`config.mk`:
```
export PLATFORM = sky130hd
export DESIGN_NAME = mem_load_stage
export DESIGN_NICKNAME = d
export VERILOG_FILES = /design/src/rtl/mem_load_stage.sv
export SDC_FILE = /design/constraint.sdc
export NUM_CORES = 1
export LEC_CHECK = 0
export BUFFER_PORTS_ARGS = -buffer_cell sky130_fd_sc_hd__buf_2
export CAP_MARGIN = 15
export CORE_AREA = 3 3 134 123
export DETAILED_ROUTE_END_ITERATION = 16
export DIE_AREA = 0 0 137 126
export HOLD_SLACK_MARGIN = 0.12
export PLACE_DENSITY = 0.82
export SLEW_MARGIN = 15
export SYNTH_ARGS = -nofsm -noshare
export SYNTH_HDL_FRONTEND = slang
export SYNTH_SLANG_ARGS = --single-unit
```
`constraint.sdc`:
```
create_clock -name clk -period 2.6 [get_ports clk]
set_input_delay 0.39 -clock clk [delete_from_list [all_inputs] [get_ports clk]]
set_output_delay 0.39 -clock clk [all_outputs]
set_load 0.02 [all_outputs]
```
`src/rtl/mem_load_stage.sv`:
```
// mem_load_stage: dual-issue memory stage feeding the writeback register.
// Latches both issue slots leaving execute and holds them while the slot-0
// data-cache access is outstanding. Aligns and extends load data, and drops
// responses that belong to flushed accesses.
//
// Handshake semantics:
//   capture   : the stage register accepts the execute bundle on an edge
//               where pause=0 and the FSM is IDLE or DONE (flush wins and
//               clears it instead).
//   data_ok   : one-cycle pulse from the data cache. Exactly one pulse
//               answers each issued access. A pulse seen in IDLE/DONE is
//               ignored.
//   pause_mem : stall request to ctrl, high while an access is outstanding
//               (WAIT or CANCEL). It is decoded from state only.
//   wb_valid  : a slot is presented to writeback only in IDLE/DONE. Both
//               slots are released together, so program order is kept.
module mem_load_stage #(
   parameter int ISSUE_WIDTH = 2
) (
   input  logic                      clk,
   input  logic                      rst,
   input  logic [ISSUE_WIDTH-1:0]    ex_valid_i,
   input  logic [ISSUE_WIDTH*32-1:0] ex_pc_i,
   input  logic [ISSUE_WIDTH-1:0]    ex_reg_we_i,
   input  logic [ISSUE_WIDTH*5-1:0]  ex_reg_waddr_i,
   input  logic [ISSUE_WIDTH*32-1:0] ex_wdata_i,
   input  logic [2:0]                ex_mem_op_i,
   input  logic [1:0]                ex_addr_lo_i,
   input  logic                      dcache_data_ok_i,
   input  logic [31:0]               dcache_rdata_i,
   input  logic                      flush,
   input  logic                      pause,
   output logic                      pause_mem_o,
   output logic [ISSUE_WIDTH-1:0]    wb_valid_o,
   output logic [ISSUE_WIDTH*32-1:0] wb_pc_o,
   output logic [ISSUE_WIDTH-1:0]    wb_reg_we_o,
   output logic [ISSUE_WIDTH*5-1:0]  wb_reg_waddr_o,
   output logic [ISSUE_WIDTH*32-1:0] wb_wdata_o,
   output logic [1:0]                dbg_state_o
);

   localparam logic [2:0] OP_NONE = 3'd0;
   localparam logic [2:0] OP_LB   = 3'd1;
   localparam logic [2:0] OP_LH   = 3'd2;
   localparam logic [2:0] OP_LW   = 3'd3;
   localparam logic [2:0] OP_LBU  = 3'd4;
   localparam logic [2:0] OP_LHU  = 3'd5;
   localparam logic [2:0] OP_ST   = 3'd6;

   typedef enum logic [1:0] {
      S_IDLE   = 2'd0,
      S_WAIT   = 2'd1,
      S_DONE   = 2'd2,
      S_CANCEL = 2'd3
   } state_t;

   state_t r_state;
   state_t w_state_nxt;

   logic [ISSUE_WIDTH-1:0]    r_valid;
   logic [ISSUE_WIDTH*32-1:0] r_pc;
   logic [ISSUE_WIDTH-1:0]    r_we;
   logic [ISSUE_WIDTH*5-1:0]  r_waddr;
   logic [ISSUE_WIDTH*32-1:0] r_wdata;
   logic [2:0]                r_mem_op;
   logic [1:0]                r_addr_lo;
   logic [31:0]               r_ldbuf;

   logic        w_release;
   logic        w_capture;
   logic        w_new_mem;
   logic        w_is_load;
   logic [31:0] w_shifted;
   logic [7:0]  w_byte;
   logic [15:0] w_half;
   logic [31:0] w_load_val;

   // Stage is open to writeback and to new bundles only when no access is outstanding.
   assign w_release = (r_state == S_IDLE) || (r_state == S_DONE);
   assign w_capture = !pause && w_release;
   // A memory op counts only when slot 0 is actually valid.
   assign w_new_mem = ex_valid_i[0] && (ex_mem_op_i != OP_NONE);
   assign w_is_load = (r_mem_op != OP_NONE) && (r_mem_op != OP_ST);

   // State register.
   always_ff @(posedge clk) begin
      if (rst) r_state <= S_IDLE;
      else     r_state <= w_state_nxt;
   end

   // Next-state decode. A flushed access still owes one data_ok, which CANCEL absorbs.
   always_comb begin
      w_state_nxt = r_state;
      unique case (r_state)
         S_IDLE, S_DONE: begin
            if (flush)          w_state_nxt = S_IDLE;
            else if (w_capture) w_state_nxt = w_new_mem ? S_WAIT : S_IDLE;
         end
         S_WAIT: begin
            if (dcache_data_ok_i) w_state_nxt = flush ? S_IDLE : S_DONE;
            else if (flush)       w_state_nxt = S_CANCEL;
         end
         S_CANCEL: begin
            if (dcache_data_ok_i) w_state_nxt = S_IDLE;
         end
         default: w_state_nxt = S_IDLE;
      endcase
   end

   // Stage register: flush clears it ahead of any capture.
   always_ff @(posedge clk) begin
      if (rst || flush) begin
         r_valid   <= '0;
         r_pc      <= '0;
         r_we      <= '0;
         r_waddr   <= '0;
         r_wdata   <= '0;
         r_mem_op  <= OP_NONE;
         r_addr_lo <= '0;
      end else if (w_capture) begin
         r_valid   <= ex_valid_i;
         r_pc      <= ex_pc_i;
         r_we      <= ex_reg_we_i;
         r_waddr   <= ex_reg_waddr_i;
         r_wdata   <= ex_wdata_i;
         r_mem_op  <= ex_valid_i[0] ? ex_mem_op_i : OP_NONE;
         r_addr_lo <= ex_addr_lo_i;
      end
   end

   // Load buffer takes the response only for a live (unflushed) load in WAIT.
   always_ff @(posedge clk) begin
      if (rst) begin
         r_ldbuf <= '0;
      end else if ((r_state == S_WAIT) && dcache_data_ok_i && !flush && w_is_load) begin
         r_ldbuf <= dcache_rdata_i;
      end
   end

   // Load alignment: pick byte/half by address and extend to 32 bits.
   always_comb begin
      w_shifted  = r_ldbuf >> {r_addr_lo, 3'b000};
      w_byte     = w_shifted[7:0];
      w_half     = r_addr_lo[1] ? r_ldbuf[31:16] : r_ldbuf[15:0];
      w_load_val = r_ldbuf;
      unique case (r_mem_op)
         OP_LB:   w_load_val = {{24{w_byte[7]}}, w_byte};
         OP_LBU:  w_load_val = {24'd0, w_byte};
         OP_LH:   w_load_val = {{16{w_half[15]}}, w_half};
         OP_LHU:  w_load_val = {16'd0, w_half};
         OP_LW:   w_load_val = r_ldbuf;
         default: w_load_val = r_ldbuf;
      endcase
   end

   // Output decode: gate valids by state, suppress store writeback, mux slot-0 data.
   always_comb begin
      pause_mem_o    = (r_state == S_WAIT) || (r_state == S_CANCEL);
      wb_valid_o     = r_valid & {ISSUE_WIDTH{w_release}};
      wb_pc_o        = r_pc;
      wb_reg_waddr_o = r_waddr;
      wb_reg_we_o    = r_we & wb_valid_o;
      wb_wdata_o     = r_wdata;
      dbg_state_o    = r_state;
      if (r_mem_op == OP_ST) wb_reg_we_o[0] = 1'b0;
      if (w_is_load)         wb_wdata_o[31:0] = w_load_val;
   end

endmodule

```
==> reports/results.txt, run 1 <==
Clk Tree Root Cell: clkbuf_16
TritonCTS Buffers: 17
Slew margin rel.: 0.599
Mapped Cells: 930
Worst-margin pin slew: 0.600 ns
Final nets: 1375
Critical-path cell list: buf_6, mux2i_1, a22oi_1, o221a_2, buf_2
Die span in x: 137 µm
DP HPWL: 16.2 mm
GRT Util Overall: 0.255
Synth unique cells: 39
Warnings from Yosys: 0
Buf+Inv Stages, Crit Path: 2
Synth top area share: 0.482
Netlist Area Pre-Place: 7520 µm²
Largest area contributor in the netlist: dfxtp_1
Crit-path slowest cell: dfxtp_1
CP top delay family: flip-flops
Antenna violations before repair: 2
GP Congestion: 0.889
Syn_nets: 1114
Worst Path Required: 2.21 ns
WL final: 22.8 mm
Peak supply drop: 0.490 mV
Crit end category: primary output
Cell area after layout: 9670 µm²
Fill cells: 1358
CP arrival: 2.11 ns
DR vias: 7375
WL per Instance: 16.2 µm
Final ANT Viol Nets: 0
Register bit total from synthesis: 181
Die Y: 126 µm
Port Buffer Count: 328
Overflow after GRT: 0
Leading post-synthesis cells by cell area: dfxtp_1 48%, nand2_1 15%, a21oi_1 10%, mux2i_1 6.3%, buf_4 3.5%
Hold_buf cts: 0
Fmax: 400 MHz
Largest net degree at the start of global routing: 116
Vias per inst: 5.25
Avg Inst Size Synth: 8.08 µm²
Clock sink count: 181
Antenna fix cells: 0
Final Hold Viols: 0
FFs w/ async S/R, synth: 0
Clk_lat worst skew: 0.42 ns
Hold WS: 0.197 ns
Share of post-route cells with drive strength above 1: 0.339
Hold Path Class: in -> reg
CORE AREA: 15300 µm²
Tcrit/Tclk final: 0.961
CP max FO: 16
Layout area overhead: 28.7%
CTS tree: yes
Row Count: 43
Tmin final: 2.50 ns
Starting density of the core: 0.492
Vias in the first global route: 6960
Clock Skew: 0.0100 ns
Slew Limit Fails: 0
Primary FF master, synth: dfxtp_1
Critical path class: reg -> out
DR DRC count: 0
Setup Viol. Count Final: 0
Placed Area: 9030 µm²
Clock Path Buffers: 2
Startpoint Class: register
I/O Pins: 329
Worst stage delay on the critical path: 0.47 ns
LEAKAGE: 4.58 nW
Reg clk slew, reported paths: 0.07 ns
EDFF count, synth: 0
TritonRoute pass-1 iters: 6
PwrDens: 648 nW/µm²
Die area: 17300 µm²
Share of the yosys chip area belonging to registers: 0.482
DRT iter0 DRCs: 486
First-pass GRT wire length: 34.9 mm
Status: finished clean
H-Tree Level Count: 4
Total of max-cap violations: 0
-- Yosys cell counts, drive strengths merged, types with 2 or more instances --
master and count:
nor3 2, inv 3, nor2 53, o221a 15
nor3b 2, buf 68, or3 2, o21ai 10
mux2i 47, a22oi 14, clkbuf 35, nand3 4
a21oi 151, o22ai 16, nand2b 3, dfxtp 181
nor2b 6, nand2 295, o211ai 3, or2 2
o22a 7
-- placed cells by master (no fill, tap or decap), types with 4 or more instances in the layout --
cell and n:
nand3_1 4, o22ai_1 16, o22a_1 7, nor2b_1 5, nand2_1 295, o21ai_1 5
nor2_1 51, buf_12 5, o221a_2 15, buf_4 10, a22oi_1 14, dfxtp_1 178
a21oi_1 151, mux2i_1 46, buf_2 328, o21ai_0 4, clkbuf_16 17
-- final timing paths --
check	endpoint	from	cells after the start	slack (ns)
setup / recovery	wb_wdata_o[5]	r_addr_lo[1]$_SDFFE_PP0P_	5	0.10
hold reg to reg	r_wdata[53]$_SDFFE_PP0P_	r_wdata[53]$_SDFFE_PP0P_	2	0.45
hold / removal	wb_pc_o[2]$_SDFFE_PP0P_	ex_pc_i[2]	3	0.20
setup reg to reg	r_ldbuf[30]$_SDFFE_PP0P_	r_mem_op[2]$_SDFFE_PP0P_	6	0.74
-- worst register-to-register path, cell delays in order (launching register included) --
cell      delay, ns
dfxtp_1        0.42
nor2b_1        0.07
buf_4          0.15
o311ai_4       0.23
buf_4          0.50
mux2i_1        0.30
nor2_1         0.07
-- sequential cells by signal (all words and copies together), names as in the netlist --
register	flops
dbg_state_o	2
r_addr_lo	2
r_ldbuf	32
r_mem_op	3
r_valid	2
r_wdata	64
r_we	2
wb_pc_o	64
wb_reg_waddr_o	10
-- routing by layer --
metal,track usage,share of wire,routed length [µm],up-vias
met4,0.108,0.032,722,4
met1,0.296,0.39,8820,3398
met2,0.429,0.50,11300,308
met5,0,0.00097,22,-
li1,-,-,-,3610
met3,0.0847,0.084,1910,55
-- through the flow --
stage | util | setup TNS (ns) | std cells | total power [mW] | setup WS [ns]
floorplan | - | 0 | 930 | 3.40 | 0.717
global placement | 0.591 | 0 | 1374 | 3.68 | 0.441
detailed placement | 0.591 | 0 | 1374 | 3.70 | 0.395
CTS | 0.632 | 0 | 1405 | 6.32 | 0.00142
global route | 0.633 | -0.000522 | 1405 | 6.50 | -0.000522
finish | 0.633 | 0 | 1405 | 6.27 | 0.102
-- layout make-up --
type	instances	area (µm²)	share of cell area
Sequential cell	181	3630	0.375
Clock inverter	13	175	0.0181
Multi-Input combinational cell	643	3340	0.345
Tap cell	202	253	0.0261
Inverter	3	11.3	0.00116
Clock buffer	18	429	0.0444
Timing Repair Buffer	345	1840	0.190
-- kinds of logic after synthesis --
logic type,count (synthesis),share of synthesized area
adders and majority gates,1,0.00133
and+or+nand+nor,371,0.193
buffers and inverters,106,0.0787
AOI/OAI and AO/OA,223,0.180
DFF,181,0.482
muxes,48,0.0656
-- power breakdown --
group          internal, mW  leakage, nW  switching (mW)
registers              2.85         1.47          0.0420
logic                 0.294         2.82           0.459
clock network          1.53        0.286            1.10
-- timing repair --
item | 4_1_cts | 5_1_grt
buffers inserted | 0 | 0
endpoints found under the setup margin | 28 | 31
gates resized for setup | 3 | 13
pin swaps | 0 | 1
(Power assumes the default switching activity.)
==> run 2: changes to the inputs <==
Settings changed: CORE_AREA 3 3 134 123 to 3 3 127 129, DIE_AREA 0 0 137 126 to 0 0 130 132, PLACE_DENSITY 0.82 to 0.83.
==> reports/results.txt, run 2 (synthesis gave the netlist of run 1 again) <==
Status: finished clean
Reg power frac: 0.466 (+0.005)
Int Pwr: 4.53 mW (-3.0%)
Row Count: 45 (+4.7%)
DRT iter0 DRCs: 595 (+22%)
Tmin final: 2.49 ns (-0.00797 ns)
CTS tree: yes
TritonCTS Buffers: 17 (unchanged)
First-pass GRT wire length: 35.2 mm (+1.1%)
Cells after DPL: 1363 (-0.80%)
Reg clk slew, reported paths: 0.07 ns (about the same)
Crit end category: primary output
Cell area after layout: 9670 µm² (about the same)
Worst-margin pin slew: 0.629 ns (+0.0292 ns)
Hold_buf cts: 0 (unchanged)
Setup Viol. Count Final: 0 (unchanged)
Port Buffer Count: 328 (unchanged)
Vias per inst: 5.31 (+1.3%)
Fmax: 402 MHz (+0.32%)
Clk Tree Root Cell: clkbuf_16
Switching Fraction: 0.269 (+0.0132)
CP max FO: 8 (-8)
Clock Path Buffers: 2 (unchanged)
Clock Skew: 0.00741 ns (-0.00260 ns)
Tcrit/Tclk final: 0.958 (-0.00307)
Non-Filler Instances: 1397 (-0.57%)
Reg2reg start: dbg_state_o[0]$_SDFFE_PP0P_
CORE AREA: 15100 µm² (-0.88%)
GRT Util Overall: 0.257 (+0.00206)
Largest net degree at the start of global routing: 103 (-11%)
DP HPWL: 16.4 mm (+0.82%)
Clk_lat worst skew: 0.42 ns (about the same)
GP Congestion: 0.972 (+9.3%)
Setup crit start: r_addr_lo[0]$_SDFFE_PP0P_
LEAKAGE: 4.60 nW (+0.44%)
Most frequent cells in the layout: 328 x buf_2, 295 x nand2_1, 178 x dfxtp_1
Slew Limit Fails: 0 (unchanged)
Share of post-route cells with drive strength above 1: 0.339 (about the same)
Register area: 3630 µm² (unchanged)
Die Y: 132 µm (+4.8%)
Fill cells: 1320 (-2.8%)
Total of max-cap violations: 0 (unchanged)
Most common cell after layout, fill and taps aside: buf_2
Antenna violations before repair: 5 (+3)
I/O Pins: 329 (unchanged)
Final ANT Viol Nets: 0 (unchanged)
Hold Path Class: in -> reg
Clock Power Share: 0.411 (-0.008)
DR vias: 7425 (+0.68%)
Peak supply drop: 0.503 mV (+2.8%)
DR DRC count: 0 (unchanged)
Gate power share: 0.122 (+0.002)
CP arrival: 2.10 ns (about the same)
Psw: 1.67 mW (+3.8%)
Startpoint Class: register
H-Tree Level Count: 4 (unchanged)
Hold Path Origin: ex_wdata_i[52]
Layout area overhead: 28.6% (about the same)
Placed Area: 9050 µm² (+0.19%)
Die span in x: 130 µm (-5.1%)
WL final: 23.0 mm (+0.86%)
Slew margin rel.: 0.580 (-0.0199)
Final Util: 0.638 (+0.00535)
Die area: 17200 µm² (-0.59%)
Final Hold Viols: 0 (unchanged)
Overflow after GRT: 0 (unchanged)
Final nets: 1379 (+0.29%)
Footprint of the multi-input gates: 3330 µm² (-0.22%)
WL per Instance: 16.4 µm (+1.4%)
Worst Path Required: 2.21 ns (about the same)
TritonRoute pass-1 iters: 5 (-1)
Clock sink count: 181 (unchanged)
Starting density of the core: 0.496 (+0.00435)
PwrDens: 640 nW/µm² (-1.2%)
Vias in the first global route: 7132 (+2.5%)
Critical path class: reg -> out
-- run 2: final timing paths --
kind | to | slack (ns) | depth (start not counted)
worst max-delay path | wb_wdata_o[12] | 0.11 | 5
worst min-delay path | r_wdata[52]$_SDFFE_PP0P_ | 0.19 | 3
worst max register to register | wb_pc_o[57]$_SDFFE_PP0P_ | 0.82 | 4
worst min register to register | wb_pc_o[50]$_SDFFE_PP0P_ | 0.45 | 2
-- run 2: area by class of cell --
class | instances | share of cell area
Multi-Input combinational cell | 643 | 0.344
Clock buffer | 19 | 0.0458
Inverter | 3 | 0.00116
Timing Repair Buffer | 349 | 0.194
Sequential cell | 181 | 0.375
Clock inverter | 13 | 0.0146
Antenna cell | 1 | 0.000259
Tap cell | 188 | 0.0243
-- run 2: power by group through the flow --
stage | logic (mW) | clock network [mW] | registers, mW
after floorplan | 0.415 | 0 | 2.99
after global placement | 0.745 | 0 | 2.95
after detailed placement | 0.752 | 0 | 2.95
after CTS | 0.758 | 2.59 | 2.89
after global routing | 0.828 | 2.70 | 2.90
final | 0.758 | 2.55 | 2.89
-- run 2: per-stage QoR --
stage	hold WS (ns)	power [mW]	worst slack, ns	TNS (ns)
final	0.194	6.19	0.110	0
after global routing	0.178	6.43	-0.000622	-0.000622
after CTS	0.178	6.23	0.0233	0
after detailed placement	0.443	3.70	0.340	0
after global placement	0.438	3.69	0.362	0
after floorplan	0.432	3.40	0.717	0
-- run 2: routing by layer --
| metal | share of wire | global-route usage |
|---|---|---|
| met1 | 0.38 | 0.295 |
| met4 | 0.032 | 0.0866 |
| met5 | 0.0021 | 0 |
| met2 | 0.50 | 0.444 |
| met3 | 0.086 | 0.0883 |
-- run 2: worst max-delay path, stage by stage (launching register included) --
cell	delay, ns
dfxtp_1	0.37
mux4_2	0.59
o211ai_4	0.27
o21ai_1	0.14
o221a_2	0.15
buf_2	0.16
-- run 2: repair_timing --
| action | CTS | global route |
|---|---|---|
| pin swaps | 0 | 1 |
| gates resized for setup | 3 | 8 |
| setup buffers | 0 | 1 |
| setup endpoints to repair | 9 | 17 |
